==> config.mk <==
export PLATFORM = sky130hd
export DESIGN_NAME = instr_fetch_unit
export DESIGN_NICKNAME = d
export VERILOG_FILES = /design/src/rtl/instr_fetch_unit.sv
export SDC_FILE = /design/constraint.sdc
export NUM_CORES = 1
export LEC_CHECK = 0
export BUFFER_PORTS_ARGS = -buffer_cell sky130_fd_sc_hd__buf_2
export CORE_MARGIN = 10
export CORE_UTILIZATION = 54
export CTS_BUF_LIST = sky130_fd_sc_hd__clkbuf_4
export DETAILED_ROUTE_END_ITERATION = 10
export PLACE_DENSITY_LB_ADDON = 0.2
export SETUP_SLACK_MARGIN = 0.02
export SYNTH_ARGS = -nofsm -noshare
export SYNTH_HDL_FRONTEND = slang
export SYNTH_SLANG_ARGS = --single-unit
export TNS_END_PERCENT = 50
==> constraint.sdc <==
create_clock -name clk -period 7 [get_ports clk]
set_input_delay 1.4 -clock clk [delete_from_list [all_inputs] [get_ports clk]]
set_output_delay 1.4 -clock clk [all_outputs]
set_load 0.05 [all_outputs]
==> src/rtl/instr_fetch_unit.sv <==
// Instruction fetch front end: word-aligned fetch address generation, a
// one-outstanding request/ack handshake to instruction memory, a 2-entry
// {pc, word} buffer toward the decoder, and redirect-driven flush/restart.
module instr_fetch_unit #(
  parameter logic [31:0] RESET_PC = 32'h0000_0000
) (
  input  logic        clk,
  input  logic        reset,
  output logic        imem_req,
  output logic [31:0] imem_addr,
  input  logic        imem_ack,
  input  logic [31:0] imem_rdata,
  output logic [31:0] instr,
  output logic [31:0] instr_pc,
  output logic        instr_valid,
  input  logic        instr_ready,
  input  logic        redirect,
  input  logic [31:0] redirect_target
);

  typedef enum logic [1:0] {
    StIdle    = 2'd0,
    StWait    = 2'd1,
    StDiscard = 2'd2
  } state_e;

  state_e      r_state;
  state_e      w_state_next;
  logic [31:0] r_fetch_pc;
  logic [31:0] w_fetch_pc_next;
  logic [31:0] r_req_addr;
  logic [31:0] w_req_addr_next;

  // Two-entry buffer, head selected by r_rd_ptr
  logic [31:0] r_fifo_pc   [2];
  logic [31:0] r_fifo_word [2];
  logic        r_rd_ptr;
  logic        r_wr_ptr;
  logic [1:0]  r_count;

  logic        w_pop;
  logic        w_push;
  logic [2:0]  w_occ_next;
  logic        w_room;
  logic [31:0] w_req_addr_inc;
  logic [31:0] w_target_aligned;

  assign w_pop            = instr_valid & instr_ready;
  assign w_push           = (r_state == StWait) & imem_ack & ~redirect;
  // Occupancy after this edge's push/pop; a new request may only be in flight
  // when at most one entry will be held, which rules out overflow.
  assign w_occ_next       = {1'b0, r_count} + {2'b00, w_push} - {2'b00, w_pop};
  assign w_room           = (w_occ_next <= 3'd1);
  assign w_req_addr_inc   = r_req_addr + 32'd4;
  assign w_target_aligned = {redirect_target[31:2], 2'b00};

  // Next-state, next fetch PC and next request address
  always_comb begin
    w_state_next    = r_state;
    w_fetch_pc_next = r_fetch_pc;
    w_req_addr_next = r_req_addr;
    if (redirect) begin
      w_fetch_pc_next = w_target_aligned;
      case (r_state)
        StIdle:    w_state_next = StIdle;
        // The in-flight request cannot be withdrawn; wait out its ack
        StWait:    w_state_next = imem_ack ? StIdle : StDiscard;
        StDiscard: w_state_next = imem_ack ? StIdle : StDiscard;
        default:   w_state_next = StIdle;
      endcase
    end else begin
      case (r_state)
        StIdle: begin
          if (w_room) begin
            w_req_addr_next = r_fetch_pc;
            w_state_next    = StWait;
          end
        end
        StWait: begin
          if (imem_ack) begin
            w_fetch_pc_next = w_req_addr_inc;
            if (w_room) begin
              // Back-to-back fetch of the next sequential word
              w_req_addr_next = w_req_addr_inc;
            end else begin
              w_state_next = StIdle;
            end
          end
        end
        StDiscard: begin
          if (imem_ack) begin
            w_state_next = StIdle;
          end
        end
        default: w_state_next = StIdle;
      endcase
    end
  end

  // Control state, fetch PC, request address and buffer bookkeeping
  always_ff @(posedge clk) begin
    if (reset) begin
      r_state    <= StIdle;
      r_fetch_pc <= RESET_PC;
      r_req_addr <= 32'h0;
      r_count    <= 2'd0;
      r_rd_ptr   <= 1'b0;
      r_wr_ptr   <= 1'b0;
    end else begin
      r_state    <= w_state_next;
      r_fetch_pc <= w_fetch_pc_next;
      r_req_addr <= w_req_addr_next;
      if (redirect) begin
        // A same-cycle pop is still consumed; the flush discards the rest
        r_count  <= 2'd0;
        r_rd_ptr <= 1'b0;
        r_wr_ptr <= 1'b0;
      end else begin
        r_count <= w_occ_next[1:0];
        if (w_push) begin
          r_wr_ptr <= ~r_wr_ptr;
        end
        if (w_pop) begin
          r_rd_ptr <= ~r_rd_ptr;
        end
      end
    end
  end

  // Buffer storage; contents are only visible while r_count is non-zero
  always_ff @(posedge clk) begin
    if (w_push) begin
      r_fifo_pc[r_wr_ptr]   <= r_req_addr;
      r_fifo_word[r_wr_ptr] <= imem_rdata;
    end
  end

  // Memory request and decoder-facing outputs
  always_comb begin
    imem_req    = (r_state != StIdle);
    imem_addr   = r_req_addr;
    instr_valid = (r_count != 2'd0);
    instr       = 32'h0;
    instr_pc    = 32'h0;
    if (instr_valid) begin
      instr    = r_fifo_word[r_rd_ptr];
      instr_pc = r_fifo_pc[r_rd_ptr];
    end
  end

endmodule

==> summary.txt, run 1 <==
Outcome
  – Status: completed

Power and ir drop
  – Flop pwr share: 61.9%
  – Clock network power share: 27.2%
  – Leak: between 3 and 4 nW
  – Int Pwr: about 1.5 mW
  – Net Switching: roughly 0.58 mW
  – Power Dens Cells: between 200 and 250 mW/mm^2
  – Logic pwr share: 10.9%
  – Switch share: around 27%
  – VDD IR max: 0.0000990 V
  – Tot Pwr: 2.11 mW

Yosys
  – Post-synthesis net count: 892
  – Sequential share of the synthesized area: 58.8%
  – Yosys reg bits: 199
  – Top cells by count, synth: edfxtp_1, nor2_1, dfxtp_1
  – Top-area cell type share of the netlist area: 42.9%
  – Post-synth ARST share: 0%
  – Avg Inst Size Synth: 11.0 sq um
  – EDFF count, synth: ~130
  – Top FF cell, synth: edfxtp_1
  – Unique masters post-synth: 62
  – Synth warn: 0
  – Synthesized cell area: 0.00895 sq mm
  – Cell count after synthesis: 816
  – Cell accounting for the most synthesized area: edfxtp_1
  – Most common cell in the netlist: edfxtp_1
  – Top cells by area, synth: edfxtp_1, dfxtp_1, mux2i_1, nor2_1, a21oi_1

Critical path
  – R2R Setup Slk: 3300 ps
  – Cell family with most CP delay: simple AND/OR/NAND/NOR gates
  – CP max stage cell: and3_1
  – Worst-path maximum fanout: 20
  – Worst path required time: between 7000 and 8000 ps
  – Crit-path max cell delay: 710 ps
  – WS Path Type: in2reg
  – Crit path DAT: 4560 ps
  – Critical path launch point type: primary input
  – Crit-path cells: buf_2 -> nand2_1 -> nor2_1 -> inv_1 -> ha_1 -> inv_1 -> ha_1 -> fa_1 -> nor2_1 -> and3_1 -> buf_4 -> and3_1 -> a21oi_1 -> o211ai_1
  – CP Capture Type: flip-flop
  – WP buf/inv: 4

Floorplan
  – Starting density of the core: a little over half
  – Core area: around 0.016 sq mm
  – Die Width: 149 um
  – Total Die Area: between 0.02 and 0.025 sq mm
  – Row count: 47
  – Die height: 149 um
  – IO Pins: 167

Global route
  – GRT overflow: 0
  – Vias in the first global route: 6425
  – GR Util All Layers: about a fifth
  – Antenna violations before repair: 1
  – Largest net degree at the start of global routing: 65
  – First-pass GRT wire length: 34400 um

Clock tree
  – TritonCTS clock tree: done
  – CTS Root Cell: clkbuf_4
  – TritonCTS Buffers: 17
  – CTS Hold Buffers Added: 0
  – Worst-path clk slew: 160 ps
  – Post_cts resized: 0
  – Deepest clock path buffer count: 2
  – Clk_lat worst skew: ~580 ps
  – Setup repair bufs after CTS: 0
  – CTS Sinks: 199
  – # H-tree levels: 4

Routing
  – DRC Markers: 0
  – Vias: 6635
  – Drt pass-1 iters: 5
  – Drt wl/cell: approximately 18 um
  – Iteration-0 DRC Markers: 478
  – Vias per cell: 5.59
  – Routed Antenna Nets: 0
  – Detailed Route WL: 21600 um

Placement
  – Port Buffers: between 150 and 200
  – Routability Congestion: 0.855
  – HPWL Detailed: 14000 um
  – Placed cell areas: 0.00991 sq mm
  – Placed Cells: 1153

Final layout
  – Cell area after layout: 0.0102 sq mm
  – Nets@finish: 1028
  – Post-Layout Cell Count: approximately 1200
  – Share of cells above drive strength 1: 23.9%
  – Area Overhead vs Synth: 13.8%

STA
  – Worst slew pin tran: 922 ps
  – Fin crit share: roughly 58%
  – Max Slew Vio Count: 0
  – Unrepaired setup endpoints after global routing: no
  – Final hold vios: 0
  – Slew margin rel.: 38.5%
  – Worst Clk Skew: 24.6 ps
  – Setup violators final: 0
  – Fin crit period: 4050 ps
  – Fmax: ~0.25 GHz
  – Setup TNS: 0 ps

Job
  – Number of max-cap violations: 0

Worst hold path
  – Hold Path Class: reg2reg
-- registers in the layout, summed over array words and instances, names as in the netlist, named ones only --
register and cells:
r_state 2, r_fifo_word 64, imem_addr 32, r_rd_ptr 1
r_fifo_pc 64, r_wr_ptr 1, r_count 2, r_fetch_pc 32
-- logic make-up (layout without fill, tap and decap cells) --
logic type	count (synthesis)	count (layout)	synth area share (%)
compound gates	147	147	10.1
buf+inv	78	227	3.52
xor+xnor	29	29	2.84
simple gates	285	285	15.7
other cells	0	2	0
mux	71	71	8.01
fa+ha+maj	7	7	1.06
flops	199	199	58.8
-- path summary, 6_finish.rpt --
kind / start / endpoint / cells past startpoint
max: imem_ack / imem_addr[24]$_SDFFE_PP0P_ / 14
min: r_fetch_pc[0]$_SDFFE_PP0N_ / r_fetch_pc[0]$_SDFFE_PP0N_ / 2
max reg2reg: r_state[1]$_SDFFE_PP0P_ / imem_addr[24]$_SDFFE_PP0P_ / 15
min reg2reg: r_fetch_pc[0]$_SDFFE_PP0N_ / r_fetch_pc[0]$_SDFFE_PP0N_ / 2
-- cells in the final DEF, fill, tap and decap left out, drive strengths merged, types with 8 or more instances in the layout --
cell,synthesis,layout
nand4,12,12
nor3,14,14
clkbuf,41,17
o22ai,21,21
dfxtp,71,71
xnor2,18,18
inv,20,24
a21oi,62,62
buf,16,174
mux2i,66,66
and3,14,14
o21ai,21,21
or3,12,12
nor2,119,119
nand2,63,63
nand3,17,17
edfxtp,128,128
xor2,11,11
and2,8,8
-- worst reg2reg max path, delay by kind of cell, from the launching register on --
family | cells | cell delay [ps]
simple gates | 5 | 1330
fa+ha+maj | 4 | 1170
buf+inv | 4 | 590
flops | 1 | 350
compound gates | 2 | 210
-- metrics by stage --
| stage | setup slack [ps] | hold slack, ps | util (%) |
|---|---|---|---|
| floorplan | 1870 | 437 | - |
| detailed placement | 2400 | 451 | 60.4 |
| global placement | 2440 | 443 | 60.4 |
| CTS | 2920 | 471 | 62.1 |
| global route | 2790 | 486 | 62.1 |
| finish | 2950 | 475 | 62.1 |
-- power by group through the flow --
stage               logic [mW]  registers, mW  clock network (mW)
CTS                      0.231           1.30               0.595
finish                   0.230           1.30               0.574
detailed placement       0.230           1.33                   0
floorplan                0.136           1.35                   0
global placement         0.227           1.33                   0
global route             0.251           1.31               0.640
-- metal layers --
layer / track usage, % / part of all wire (%)
met5: 0 / 0
met4: 6.97 / 1.2
met3: 4.58 / 6.5
met2: 31.5 / 48
met1: 25.5 / 45
-- layout make-up --
cell class | instances | area, sq um
clock inverter | 15 | 146
clock buffer | 17 | 128
fill | 1393 | 6220
sequential | 199 | 5270
multi-input combinational | 539 | 3390
timing repair buffer | 174 | 896
tap | 220 | 275
antenna | 2 | 5.00
inverter | 21 | 78.8
Note: power is estimated with default switching activity, not from simulation.
==> inputs of run 2 (changes only) <==
--- a/config.mk
+++ b/config.mk
@@ -7,7 +7,7 @@
 export LEC_CHECK = 0
 export BUFFER_PORTS_ARGS = -buffer_cell sky130_fd_sc_hd__buf_2
 export CORE_MARGIN = 10
-export CORE_UTILIZATION = 54
+export CORE_UTILIZATION = 52
 export CTS_BUF_LIST = sky130_fd_sc_hd__clkbuf_4
 export DETAILED_ROUTE_END_ITERATION = 10
 export PLACE_DENSITY_LB_ADDON = 0.2
==> constraint.sdc (replaced) <==
create_clock -name clk -period 3.5 [get_ports clk]
set_input_delay 0.7 -clock clk [delete_from_list [all_inputs] [get_ports clk]]
set_output_delay 0.7 -clock clk [all_outputs]
set_load 0.05 [all_outputs]
==> run 2 against run 1 <==
Net effect: non-clock buffer count rose by 15; critical path depth stayed put; clock power up 130%; global-route usage is 0.42 points lower; sequential share of layout area fell by 0.87 points; flip-flop and latch count stayed put; count of clock-buffer cells in the layout rose by 4; setup slack worse by 2700 ps; critical path type is now reg2reg; clock skew increased by 5.6 ps; die area grew 3.3%; combinational power increased by 110%; routed wire length is 2.9% higher.
==> summary.txt, run 2 (synthesis results as in run 1) <==
Critical path
  – WS Path Type: reg2reg
  – Critical path launch point type: flip-flop
  – CP Capture Type: flip-flop
  – Crit path DAT: 3700 ps (-860 ps)
  – Worst-path maximum fanout: 6 (-70%)
  – Worst path required time: 3990 ps (-3530 ps)

Floorplan
  – Total Die Area: 0.0229 sq mm (+3.3%)
  – IO Pins: 167 (unchanged)
  – Core area: 0.0168 sq mm (+2.2%)
  – Row count: 47 (unchanged)
  – Die Width: 151 um (+1.7%)
  – Die height: 151 um (+1.7%)
  – Starting density of the core: 53.4% (-1.1 points)

Final layout
  – Nets@finish: 1043 (+1.5%)
  – Leading registers by flop count: r_fifo_pc (64), r_fifo_word (64)
  – Commonest non-fill, non-tap cells in the layout: buf_2, edfxtp_1, nor2_1
  – Commonest non-fill, non-tap cell in the layout: buf_2
  – Area Overhead vs Synth: 15.7%
  – Post-Layout Cell Count: 1202 (+1.3%)
  – Share of cells above drive strength 1: 25.4% (+1.5 points)

Clock tree
  – CTS Root Cell: clkbuf_4
  – TritonCTS clock tree: done
  – # H-tree levels: 4 (unchanged)
  – CTS Sinks: 199 (unchanged)
  – Deepest clock path buffer count: 2 (unchanged)
  – Clk_lat worst skew: 570 ps (about the same)
  – Worst-path clk slew: 160 ps (about the same)
  – TritonCTS Buffers: 17 (unchanged)

Routing
  – Routed Antenna Nets: 0 (unchanged)
  – Vias per cell: 5.60 (+0.14%)
  – Detailed Route WL: 22200 um (+2.9%)
  – Vias: 6728 (+1.4%)
  – Drt wl/cell: 18.5 um (+1.7%)
  – DRC Markers: 0 (unchanged)
  – Drt pass-1 iters: 5 (unchanged)
  – Iteration-0 DRC Markers: 557 (+17%)

Global route
  – First-pass GRT wire length: 34700 um (+0.78%)
  – GR Util All Layers: 19.2% (-0.42 points)
  – Largest net degree at the start of global routing: 65 (unchanged)
  – GRT overflow: 0 (unchanged)
  – Antenna violations before repair: 1 (unchanged)
  – Vias in the first global route: 6509 (+1.3%)

STA
  – Fin crit share: 91.8%
  – Worst slew pin tran: 750 ps (-172 ps)
  – Max Slew Vio Count: 0 (unchanged)
  – Worst Clk Skew: 30.2 ps (+5.58 ps)
  – Unrepaired setup endpoints after global routing: no
  – Setup TNS: 0 ps (unchanged)
  – Setup ws final: 289 ps (-2670 ps)
  – Slew margin rel.: 50.0% (+11 points)
  – Setup violators final: 0 (unchanged)
  – Final hold vios: 0 (unchanged)
  – Fin crit period: 3210 ps
  – Fmax: roughly 0.31 GHz

Worst hold path
  – Hold Path Class: in2reg

Placement
  – HPWL Detailed: 15000 um (+6.8%)
  – Placed Cells: 1168 (+1.3%)
  – Routability Congestion: 0.840 (-1.8%)
  – Pre-CTS setup slack: 101 ps (-2290 ps)
  – Port Buffers: 164 (unchanged)

Job
  – Number of max-cap violations: 0 (unchanged)

Outcome
  – Status: completed

Power and ir drop
  – Power Dens Cells: 424 mW/mm^2 (+110%)
  – Leak: 3.84 nW (+3.0%)
  – VDD IR max: 0.000177 V (+78%)
run 2: changes by cell type in the layout (fill, tap and decap cells not counted), sizes merged:
cell / before / now
buf: 174 / 189
clkinv: 7 / 1
clkbuf: 17 / 21
bufinv: 1 / 3
clkinvlp: 4 / 3
inv: 24 / 25
run 2: layer usage:
| metal | GRT usage [%] | up-vias | share of wire, % |
|---|---|---|---|
| li1 | - | 3266 | - |
| met4 | 5.44 | 0 | 1.2 |
| met5 | 0 | - | 0 |
| met1 | 24.9 | 3227 | 44 |
| met3 | 4.06 | 26 | 6.7 |
| met2 | 31.7 | 209 | 48 |
run 2: power by group:
group	switching [mW]	total [mW]	internal (mW)
Combinational	0.325	0.481	0.156
Sequential	0.0563	2.61	2.55
Clock	0.767	1.31	0.544
Total	1.15	4.40	3.25
run 2: path summary, 6_finish.rpt:
path / from / end / slack, ps / depth (start not counted)
max: r_state[1]$_SDFFE_PP0P_ / imem_addr[28]$_SDFFE_PP0P_ / 290 / 14
max reg2reg: r_state[1]$_SDFFE_PP0P_ / imem_addr[28]$_SDFFE_PP0P_ / 290 / 14
min: imem_rdata[7] / r_fifo_word[0][7]$_DFFE_PP_ / 310 / 1
min reg2reg: r_fetch_pc[0]$_SDFFE_PP0N_ / r_fetch_pc[0]$_SDFFE_PP0N_ / 470 / 2
run 2: through the flow:
stage / hold WS (ps) / power, mW / util, % / instance area (sq um)
global placement: 442 / 3.13 / 59.9 / 10000
global route: 258 / 4.59 / 61.8 / 10400
CTS: 268 / 4.43 / 61.8 / 10400
finish: 315 / 4.40 / 61.8 / 10400
floorplan: 437 / 2.97 / - / 8960
detailed placement: 451 / 3.14 / 59.9 / 10000
run 2: final cells by class:
class | count | area [sq um]
antenna | 2 | 5.00
clock buffer | 21 | 158
clock inverter | 11 | 161
fill | 1409 | 6390
inverter | 21 | 78.8
multi-input combinational | 539 | 3400
sequential | 199 | 5270
tap | 220 | 275
timing repair buffer | 189 | 1020
run 2: timing repair:
item | 4_1_cts | 5_1_grt
endpoints found under the setup margin | 0 | 1
gates resized for setup | 0 | 1
hold buffers | 0 | 0
buffers inserted | 0 | 0
run 2: worst max-delay path, cell delays in order, from the launching register on:
cell      delay [ps]
dfxtp_1          350
inv_1             90
ha_1             170
nand2_1           70
nor2_1           130
inv_1            100
ha_1             280
inv_1             40
ha_1             180
fa_1             410
xnor2_1          190
nor3_1           260
nand3_1          320
or3_1            440
o211ai_1          90
==> inputs of run 3 (changes only) <==
--- a/config.mk
+++ b/config.mk
@@ -6,10 +6,12 @@
 export NUM_CORES = 1
 export LEC_CHECK = 0
 export BUFFER_PORTS_ARGS = -buffer_cell sky130_fd_sc_hd__buf_2
+export CORE_ASPECT_RATIO = 0.7
 export CORE_MARGIN = 10
 export CORE_UTILIZATION = 52
 export CTS_BUF_LIST = sky130_fd_sc_hd__clkbuf_4
 export DETAILED_ROUTE_END_ITERATION = 10
+export GPL_TIMING_DRIVEN = 0
 export PLACE_DENSITY_LB_ADDON = 0.2
 export SETUP_SLACK_MARGIN = 0.02
 export SYNTH_ARGS = -nofsm -noshare
==> run 3 against run 2 <==
Net effect: sequential share of layout area fell by 0.99 points; die area rose by 0.36%; total power fell by 0.11%; critical path depth fell by 9; maximum frequency fell by 5.1%; sequential power barely moved; clock power fell by 5%; hold slack got worse by 45 ps; setup slack got worse by 170 ps; routed wire length rose by 14%; critical path type is now reg2out; largest power group unchanged; highest routed layer unchanged.
==> summary.txt, run 3 (synthesis results as in run 1) <==
Critical path
  – Worst reg2reg path depth: 15 (+1)
  – R2R Setup Slk: 160 ps (-130 ps)
  – Critical path launch point type: flip-flop
  – Worst path required time: 2800 ps (-1190 ps)
  – Reg-to-reg critical path endpoint: imem_addr[16]$_SDFFE_PP0P_
  – CP Capture Type: output pin
  – Worst R2R Start: r_state[1]$_SDFFE_PP0P_
  – CP endpoint: instr[7]
  – Crit path DAT: 2680 ps (-1020 ps)
  – Worst-path maximum fanout: 10 (+4)
  – WS Path Type: reg2out

Routing
  – Drt wl/cell: 20.3 um (+9.7%)
  – Vias: 7075 (+5.2%)
  – Vias per cell: 5.68 (+1.5%)
  – Routed Antenna Nets: 0 (unchanged)
  – Detailed Route WL: 25200 um (+14%)
  – DRC Markers: 0 (unchanged)
  – Iteration-0 DRC Markers: 696 (+25%)
  – Drt pass-1 iters: 6 (+1)

Floorplan
  – IO Pins: 167 (unchanged)
  – Total Die Area: 0.0230 sq mm (+0.36%)
  – Starting density of the core: 52.6% (-0.81 points)
  – Row count: 40 (-15%)
  – Die height: 130 um (-14%)
  – Die Width: 177 um (+17%)
  – Core area: 0.0170 sq mm (+1.5%)

STA
  – WHS: 270 ps (-44.5 ps)
  – Worst Clk Skew: 19.9 ps (-10.3 ps)
  – Worst slew pin tran: 910 ps (+160 ps)
  – Unrepaired setup endpoints after global routing: yes
  – Max Slew Vio Count: 0 (unchanged)
  – Final hold vios: 0 (unchanged)
  – Slew margin rel.: 39.3% (-11 points)
  – Setup violators final: 0 (unchanged)
  – Fin crit share: 96.7% (+4.9 points)
  – Fmax: 0.296 GHz (-5.1%)
  – Fin crit period: 3380 ps (+172 ps)

Placement
  – HPWL Detailed: 18000 um (+20%)
  – Port Buffers: 162 (-1.2%)
  – Routability Congestion: 0.963 (+15%)

Power and ir drop
  – Leak: 3.87 nW (+0.89%)
  – Power Dens Cells: 416 mW/mm^2 (-2.0%)
  – VDD IR max: 0.000269 V (+52%)
  – Tot Pwr: 4.39 mW (-0.11%)

Clock tree
  – # H-tree levels: 4 (unchanged)
  – CTS Sinks: 199 (unchanged)
  – CTS Hold Buffers Added: 0 (unchanged)
  – Clk_lat worst skew: 600 ps (+30 ps)
  – Worst-path clk slew: 180 ps (+20 ps)
  – Deepest clock path buffer count: 2 (unchanged)
  – CTS Root Cell: clkbuf_4
  – TritonCTS clock tree: done
  – TritonCTS Buffers: 17 (unchanged)

Final layout
  – Commonest non-fill, non-tap cell in the layout: buf_2
  – Total inserted antenna cells: 0 (-2)
  – Share of cells above drive strength 1: 24.7% (-0.75 points)
  – Area Overhead vs Synth: 18.0%
  – Nets@finish: 1077 (+3.3%)
  – Leading registers by flop count: r_fifo_pc (64), r_fifo_word (64)
  – Commonest non-fill, non-tap cells in the layout: buf_2, edfxtp_1, nor2_1

Outcome
  – Status: completed

Global route
  – Antenna violations before repair: 0 (-1)
  – GR Util All Layers: 21.5% (+2.3 points)
  – First-pass GRT wire length: 37800 um (+9.0%)
  – Largest net degree at the start of global routing: 65 (unchanged)
  – Vias in the first global route: 6517 (+0.12%)
  – GRT overflow: 0 (unchanged)

Job
  – Number of max-cap violations: 0 (unchanged)

Worst hold path
  – Hold Path Class: in2reg
-- run 3: cell types whose count changed in the layout (fill, tap and decap cells not counted), sizes merged --
| cell | delta |
|---|---|
| bufinv | -3 |
| diode | -2 |
| buf | -2 |
| clkinv | +6 |
| clkbuf | +32 |
| inv | +4 |
| clkinvlp | -3 |
-- run 3: repair_timing --
item                                    in CTS  in global routing
hold endpoints to repair                     0                  0
pin swaps                                    0                  5
endpoints found under the setup margin      36                 90
resized for setup                           20                 25
buffers inserted                             0                  3
-- run 3: worst max-delay path, cell delays in order (launching register included) --
cell and delay [ps]:
dfxtp_1 340, clkbuf_1 540, buf_1 630, mux2i_1 170, nor2_1 120, buf_2 280
-- run 3: routing by layer --
layer	up-vias	wire length, um	track usage, %
met5	-	0	0
li1	3333	-	-
met3	26	3190	8.29
met1	3315	11000	30.1
met2	401	10800	30.6
met4	0	262	5.32
-- run 3: area by class of cell --
class / instances / area [sq um]
fill: 1454 / 6450
sequential: 199 / 5270
multi-input combinational: 539 / 3460
timing repair buffer: 167 / 881
tap: 231 / 289
buffer: 56 / 283
clock inverter: 15 / 176
clock buffer: 17 / 128
inverter: 21 / 78.8
-- run 3: worst min-delay path by stage --
| stage | from | slack, ps | to | depth (start not counted) |
|---|---|---|---|---|
| global placement | r_fetch_pc[1]$_SDFFE_PP0N_ | 440 | r_fetch_pc[1]$_SDFFE_PP0N_ | 2 |
| floorplan | r_fetch_pc[0]$_SDFFE_PP0N_ | 440 | r_fetch_pc[0]$_SDFFE_PP0N_ | 2 |
| finish | imem_rdata[14] | 270 | r_fifo_word[1][14]$_DFFE_PP_ | 1 |
| global route | imem_rdata[11] | 210 | r_fifo_word[0][11]$_DFFE_PP_ | 1 |
| CTS | imem_rdata[11] | 230 | r_fifo_word[0][11]$_DFFE_PP_ | 1 |
| detailed placement | r_fetch_pc[0]$_SDFFE_PP0N_ | 450 | r_fetch_pc[0]$_SDFFE_PP0N_ | 2 |
-- run 3: report_power, final --
| group | switching (mW) | internal, mW |
|---|---|---|
| sequential | 0.0574 | 2.55 |
| clock | 0.903 | 0.340 |
| combinational | 0.374 | 0.169 |
-- run 3: metrics by stage --
stage               setup slack [ps]  util (%)  TNS [ps]  instance area [sq um]  instances
floorplan                        146         -         0                   8960        816
global placement               -1290      59.1   -169670                  10100       1209
detailed placement             -1240      59.4    -29180                  10100       1211
CTS                             4.99      61.6         0                  10500       1242
global route                    -134      62.1     -2600                  10600       1245
finish                           117      62.1         0                  10600       1245
